<file path="config.mk">
export PLATFORM = sky130hd
export DESIGN_NAME = clk_div_bank
export DESIGN_NICKNAME = d
export VERILOG_FILES = /design/src/rtl/clk_div_pkg.sv /design/src/rtl/clk_div_chan.sv /design/src/rtl/clk_div_bank.sv
export SDC_FILE = /design/constraint.sdc
export NUM_CORES = 1
export LEC_CHECK = 0
export CAP_MARGIN = 20
export CORE_ASPECT_RATIO = 0.5
export CORE_MARGIN = 10
export CORE_UTILIZATION = 68
export DETAILED_ROUTE_END_ITERATION = 12
export DONT_BUFFER_PORTS = 1
export HOLD_SLACK_MARGIN = 0.1
export PLACE_DENSITY = 0.84
export SYNTH_ARGS = -nofsm -noshare
export SYNTH_HDL_FRONTEND = slang
export SYNTH_SLANG_ARGS = --single-unit
export TNS_END_PERCENT = 100
</file>
<file path="constraint.sdc">
create_clock -name clkin -period 3.5 [get_ports clkin]
set_clock_uncertainty 0.15 [all_clocks]
set_input_delay 0.875 -clock clkin [delete_from_list [all_inputs] [get_ports clkin]]
set_output_delay 0.875 -clock clkin [all_outputs]
set_load 0.01 [all_outputs]
</file>
<file path="src/rtl/clk_div_pkg.sv">
// clk_div_pkg
//   Shared definitions for the multi-channel clock divider bank:
//   default counter width, reset divisor, counter type and the helper
//   that sizes the channel-select index.
package clk_div_pkg;

  // Default counter / divisor width.
  localparam int CNT_W_DEF = 32;

  // Divisor loaded into every channel on reset.
  localparam int unsigned DEFAULT_DIV_DEF = 25000;

  // Counter / divisor value at the default width.
  typedef logic [CNT_W_DEF-1:0] cnt_t;

  // Width of the channel-select index. A single-channel bank still
  // gets a one-bit index, so that out-of-range selects stay expressible.
  function automatic int ch_idx_w(input int n);
    return (n <= 1) ? 1 : $clog2(n);
  endfunction

endpackage

</file>
<file path="src/rtl/clk_div_chan.sv">
// clk_div_chan
//   One divider channel. It holds the running counter, the active
//   divisor, the shadow divisor with its pending flag, and the
//   registered clkout/tick outputs.
// Ports
//   clkin    in   1      system clock (posedge)
//   rst      in   1      synchronous active-high reset
//   en       in   1      run enable; low holds the channel idle at phase 0
//   restart  in   1      bank-wide phase restart, same effect as en low
//   wr       in   1      decoded divisor write strobe for this channel
//   div_val  in   CNT_W  divisor carried by wr
//   clkout   out  1      divided clock, toggles every div_cur+1 cycles
//   tick     out  1      one-cycle pulse on each clkout toggle
//   pending  out  1      shadow written but not yet in use
module clk_div_chan import clk_div_pkg::*; #(
  parameter int              CNT_W       = CNT_W_DEF,
  parameter logic [CNT_W-1:0] DEFAULT_DIV = CNT_W'(DEFAULT_DIV_DEF)
) (
  input  logic             clkin,
  input  logic             rst,
  input  logic             en,
  input  logic             restart,
  input  logic             wr,
  input  logic [CNT_W-1:0] div_val,
  output logic             clkout,
  output logic             tick,
  output logic             pending
);

  logic [CNT_W-1:0] cnt_reg;
  logic [CNT_W-1:0] div_cur_reg;
  logic [CNT_W-1:0] shadow_reg;
  logic             pending_reg;
  logic             clkout_reg;
  logic             tick_reg;

  logic             terminal;
  logic [CNT_W-1:0] div_next;

  assign terminal = (cnt_reg == div_cur_reg);

  // A write that lands on an apply point bypasses the shadow so the
  // newest value takes effect at this boundary rather than one later.
  assign div_next = wr ? div_val : shadow_reg;

  always_ff @(posedge clkin) begin
    if (rst) begin
      cnt_reg     <= '0;
      div_cur_reg <= DEFAULT_DIV;
      shadow_reg  <= DEFAULT_DIV;
      pending_reg <= 1'b0;
      clkout_reg  <= 1'b0;
      tick_reg    <= 1'b0;
    end else begin
      if (wr) begin
        shadow_reg <= div_val;
      end

      if (restart || !en) begin
        // Idle at phase 0; an idle channel has no period to protect,
        // so the shadow goes live at once.
        cnt_reg     <= '0;
        clkout_reg  <= 1'b0;
        tick_reg    <= 1'b0;
        div_cur_reg <= div_next;
        pending_reg <= 1'b0;
      end else if (terminal) begin
        // Half-period boundary: the only glitch-free point to swap divisors.
        cnt_reg     <= '0;
        clkout_reg  <= ~clkout_reg;
        tick_reg    <= 1'b1;
        div_cur_reg <= div_next;
        pending_reg <= 1'b0;
      end else begin
        cnt_reg  <= cnt_reg + CNT_W'(1);
        tick_reg <= 1'b0;
        if (wr) begin
          pending_reg <= 1'b1;
        end
      end
    end
  end

  assign clkout  = clkout_reg;
  assign tick    = tick_reg;
  assign pending = pending_reg;

endmodule

</file>
<file path="src/rtl/clk_div_bank.sv">
// clk_div_bank
//   Bank of NUM_CH independent programmable clock dividers. Each channel
//   produces a square wave and a matching one-cycle tick. Divisors are
//   written through a per-channel shadow and applied at a half-period
//   boundary.
// Ports
//   clkin         in   1       system clock (posedge)
//   rst           in   1       synchronous active-high reset
//   en            in   NUM_CH  per-channel run enable
//   sync_restart  in   1       restart every channel at phase 0
//   div_wr        in   1       divisor write strobe
//   div_ch        in   CH_W    target channel; out-of-range values are ignored
//   div_val       in   CNT_W   new divisor
//   clkout        out  NUM_CH  divided clocks
//   tick          out  NUM_CH  toggle pulses
//   pending       out  NUM_CH  shadow written but not yet applied
module clk_div_bank import clk_div_pkg::*; #(
  parameter int          NUM_CH      = 4,
  parameter int          CNT_W       = CNT_W_DEF,
  parameter int unsigned DEFAULT_DIV = DEFAULT_DIV_DEF
) (
  input  logic                          clkin,
  input  logic                          rst,
  input  logic [NUM_CH-1:0]             en,
  input  logic                          sync_restart,
  input  logic                          div_wr,
  input  logic [ch_idx_w(NUM_CH)-1:0]   div_ch,
  input  logic [CNT_W-1:0]              div_val,
  output logic [NUM_CH-1:0]             clkout,
  output logic [NUM_CH-1:0]             tick,
  output logic [NUM_CH-1:0]             pending
);

  // When NUM_CH is not a power of two, the index can name channels
  // that do not exist; such writes must not reach any channel.
  logic              ch_in_range;
  logic [NUM_CH-1:0] wr_sel;

  assign ch_in_range = (int'(div_ch) < NUM_CH);

  generate
    for (genvar gi = 0; gi < NUM_CH; gi++) begin : g_chan
      assign wr_sel[gi] = div_wr && ch_in_range && (int'(div_ch) == gi);

      clk_div_chan #(
        .CNT_W       (CNT_W),
        .DEFAULT_DIV (CNT_W'(DEFAULT_DIV))
      ) u_chan (
        .clkin   (clkin),
        .rst     (rst),
        .en      (en[gi]),
        .restart (sync_restart),
        .wr      (wr_sel[gi]),
        .div_val (div_val),
        .clkout  (clkout[gi]),
        .tick    (tick[gi]),
        .pending (pending[gi])
      );
    end
  endgenerate

endmodule

</file>
---- After elaboration in Yosys (flattened, before gate mapping) ----
Index checks and enable logic that the tools add are counted.
W data, S select, Z words.
operators by class
  add/sub/neg operators ................... 4
  equal/unequal tests ..................... 7
  mux-type cells .......................... 16
  bitwise gates (word level) .............. 4
  reductions and logical operators ........ 25
operators with widths
  kind                     count
  $mux W32                 12
  $add A32 B1 Y32 const B  4
  $eq A32 B32 Y1           4
  $reduce_or A3 Y1         4
  $reduce_bool A2 Y1       4
  $reduce_or A2 Y1         4
  $eq A2 B2 Y1 const B     2
  $logic_and A1 B1 Y1      4
  $logic_not A1 Y1         4
  $logic_or A1 B1 Y1       4
  $mux W1                  4
  $not A1 Y1               4
  $eq A2 B1 Y1 const B     1
  $logic_not A2 Y1         1
storage, ports and cells
  register bits ........................... 396
  input bits .............................. 42

---- Logic depth before layout (Yosys ltp) ----
  word-level depth ........................ 5
  depth in mapped cells ................... 8
  gate-level depth less buffers ........... 6

---- Modules after synthesis ----
Synthesis repeated with hierarchy kept, for this count alone.
unflattened totals
  cells, all modules ...................... 1564
  area, all modules ....................... 16203.0 sq um
by module, submodules not included
  module        times used  cells each  area each (sq um)  sequential area each (sq um)
  clk_div_chan  4           390         4041.4             1981.9
  clk_div_bank  1           4           37.5               0.0

---- Least setup slack after synthesis ----
No wires, ideal clock.
  path type ............................... input port to flip-flop
  start ................................... in div_ch[1]
  end ..................................... reg g_chan[0].u_chan.div_cur_reg[10]
  library setup time ...................... 117 ps
  data arrival time ....................... 2033 ps
  slack ................................... 1200 ps
  stages .................................. 7
  path buffers ............................ 3
  cells stage by stage .................... clkbuf_1 or3b_2 clkbuf_1 buf_2 nand2_1 a21oi_1 o22a_1
on the way
  cells in the longest elaborated chain, start to end .. 5
RTL lines
  element                line                text
  start, declared        clk_div_bank.sv:27  input logic [ch_idx_w(NUM_CH)-1:0] div_ch,
  $logic_not A2 Y1 *     clk_div_bank.sv:43  assign wr_sel[gi] = div_wr && ch_in_range && (int'(div_ch) == gi);
  $logic_and A1 B1 Y1 *  clk_div_bank.sv:43
  $mux W32 *             clk_div_chan.sv:44  assign div_next = wr ? div_val : shadow_reg;
  $mux W32               clk_div_chan.sv:67  end else if (terminal) begin
  $mux W32 *             clk_div_chan.sv:59  if (restart || !en) begin
  end signal, assigned   clk_div_chan.sv:65  div_cur_reg <= div_next;
  end signal, assigned   clk_div_chan.sv:72  div_cur_reg <= div_next;
  end, declared          clk_div_chan.sv:31  logic [CNT_W-1:0] div_cur_reg;
Mark *: on every way between the ends. The rest lies on a longest branch, timed or not. The select of a mux whose other input is x is not followed.
A chain may end at the register's enable or synchronous reset.

---- Worst setup path after layout ----
  start ................................... reg g_chan[2].u_chan.cnt_reg[29]
  end ..................................... reg g_chan[2].u_chan.cnt_reg[30]
on the way
  cells in the longest elaborated chain, start to end .. 2
RTL lines
  element                                                                  line                text
  start, declared                                                          clk_div_chan.sv:30  logic [CNT_W-1:0] cnt_reg;
  start signal, assigned                                                   clk_div_chan.sv:75  cnt_reg <= cnt_reg + CNT_W'(1);
  parallel branches: the longest is 2 deep, another holds $add A32 B1 Y32  n/a
Several ways; the timed one is not identified.

==> metrics.txt <==
port bufs=0; largest net degree at the start of global routing=131; initial antenna violation count=1; Worst Hold Class=primary input to register; synth-to-layout area growth=6.43%; Fmax=375 MHz; number of global-route vias before repair=11,446; Max Cap Violations=0; crit-path cells=xor2_1 -> nor4_1 -> and4_1 -> a21o_1 -> buf_4 -> nor2_1; clock-pin slew on the worst setup and hold paths=70 ps; Congestion Overflow GR=0; first-pass GRT wire length=62.5 mm; number of cell rows=39; die width=237 microns; grt met2 use=0.385; Slowest cell on crit path=a21o_1; pwr dens=522 nW/um^2; Worst Slack Setup Final=835 ps; post-synth cell types=44; RSZ-0062 raised after global routing=no; Final Power=8.91 mW; biggest area consumer among synthesized cells=dfxtp_1; register bit total from synthesis=396; initial DRC count=1,562; HPWL Detailed=27.6 mm; Clk Latency, worst-skew pair=570 ps; Worst R2R Setup Slack=830 ps; per-cell routed wire length=20.1 microns; Post-synth EDFFs=0; 1st-pass router iterations=5; die area=30,500 sq um; Switch Pwr=1.95 mW; PostCTS Resize Cnt=0; Hold EP=g_chan[2].u_chan.shadow_reg[21]; Antenna Violating Nets Remaining=0; top cells by area, synth=dfxtp_1 49%, xor2_1 12%, nand2_1 6.8%, o22a_1 5.7%, nor2_1 3.5%; # IOs=54; reg-to-reg endpoint=g_chan[2].u_chan.cnt_reg[30]; Worst-Margin Slew=1000 ps; Nets=1,707; worst hold slack=252 ps; min-delay src=rst; switch share=0.219; met3 capacity usage during global routing=0.0508; Via Count=12,224; status=complete, no violations; CP arrival=2980 ps; synth cell count leaders=396 x dfxtp_1, 291 x nand2_1, 213 x xor2_1; VDD IR-drop max=0.311 mV; Root Buffer=clkbuf_16; reg2reg path depth=6; minimum clock period=2670 ps; max-slew violation count=0; Seq/Total Area, Yosys=0.495; crit path max fanout=27; Largest stage delay, worst path=710 ps; H-tree Lvls=1; Num CTS Buffers=31; pre-CTS worst setup slack=808 ps; Final period util=0.762; reg2reg start=g_chan[2].u_chan.cnt_reg[29]; Worst Path Required=3810 ps; FFs w/ async S/R, synth=0; gr usage total=0.252; CP bufs+invs=1; core area=23,000 sq um; Startpoint Class=register; synthesized instance count=1,707; leakage=7.02 nW; Combinational Power Share=0.048; average instance area after synthesis=9.39 sq um; die height=129 microns; main flop type after synthesis=dfxtp_1; setup TNS=0 ps; Worst path depth=6; Crit Path Category=register to register; sequential power share=0.536; Yosys top cell area share=0.495; DRC violations left=0; drt via density=6.14; syn_nets=1,753; met1 Use GR=0.353; share of layout cells above drive strength 1=0.0588; # clock sinks=396; Mapped Area=16,000 sq um; Pint=6.96 mW; setup violators final=0; hold-fix buffer count after cts=0; Crit. End Element=register; TritonCTS clock tree=built; Final Wtd Congestion=0.875; WHS Path Cells=1; postcts setup bufs=0; Post-Layout Cell Count=1,992; final hold violations=0; Synthesis Warnings=0; Max-slew headroom=0.330; WL final=40.0 mm; Clock power frac=0.416; Initial Utilization=0.697; placed cell count=1,934; grt peak-use layer=met2; clock buffer depth=3; most common cell in the synthesized netlist=dfxtp_1; CP top delay family=simple AND/OR/NAND/NOR gates
[cell type report]
class                      instances  area, sq um
tap                              307          384
sequential                       396         7930
inverter                          23         86.3
antenna                            1         2.50
clock buffer                      49          933
fill                            1544         5920
timing repair buffer              18          155
clock inverter                     7          135
multi-input combinational       1191         7430
[worst max-delay path by stage]
stage / from / endpoint / slack [ps]
2_1_floorplan: div_ch[1] / g_chan[0].u_chan.div_cur_reg[10] / 1200
3_3_place_gp: rst / g_chan[0].u_chan.div_cur_reg[8] / 880
3_5_place_dp: rst / g_chan[0].u_chan.div_cur_reg[29] / 810
4_1_cts: g_chan[0].u_chan.cnt_reg[6] / g_chan[0].u_chan.cnt_reg[29] / 770
5_1_grt: g_chan[1].u_chan.cnt_reg[7] / g_chan[1].u_chan.div_cur_reg[7] / 630
6_report: g_chan[2].u_chan.cnt_reg[29] / g_chan[2].u_chan.cnt_reg[30] / 830
[placed cells by master, fill, tap and decap left out, types with 2 or more instances in the layout]
master / n
nand3b_1: 25
clkbuf_8: 9
nor2b_1: 5
nor2_1: 149
nor4_2: 10
nand3_1: 49
inv_1: 23
clkbuf_1: 9
xor2_1: 213
a21oi_1: 110
nor4_4: 5
and3_1: 28
nand4b_1: 4
nor3_1: 7
and2_1: 8
buf_4: 17
a32o_1: 6
clkbuf_16: 31
a21o_1: 4
a21oi_2: 3
nor4_1: 26
nand4_1: 41
o22a_1: 104
o21ai_4: 2
o21ai_2: 2
clkinv_2: 3
o2bb2ai_1: 18
nor2_2: 2
or3_1: 6
nand4_2: 3
dfxtp_1: 396
o21ai_0: 6
ha_1: 4
bufinv_16: 4
xnor2_1: 33
nand2_1: 291
and4_1: 18
[metrics by stage]
stage,util,area [sq um]
4_1_cts,0.741,17000
3_3_place_gp,0.694,16000
2_1_floorplan,-,16000
3_5_place_dp,0.694,16000
5_1_grt,0.742,17100
6_report,0.742,17100
[routing by layer]
metal  wire length [microns]  part of all wire
met1                   17900              0.45
met4                    1130             0.028
met2                   17400              0.43
met5                       0                 0
met3                    3610             0.090
[logic make-up after synthesis]
family | count (synthesis) | synth area share
AND/OR/NAND/NOR | 685 | 0.211
flip-flops | 396 | 0.495
buffers and inverters | 120 | 0.0421
AO/OA/AOI/OAI | 256 | 0.114
adder cells (fa/ha/maj) | 4 | 0.00312
XOR/XNOR | 246 | 0.134
[power groups by stage]
stage	logic, mW	registers [mW]	clock network (mW)
floorplan	0.376	4.82	0
global placement	0.396	4.86	0
detailed placement	0.416	4.87	0
CTS	0.423	4.77	3.72
global route	0.476	4.78	3.89
finish	0.431	4.77	3.70
(Power assumes the default switching activity.)
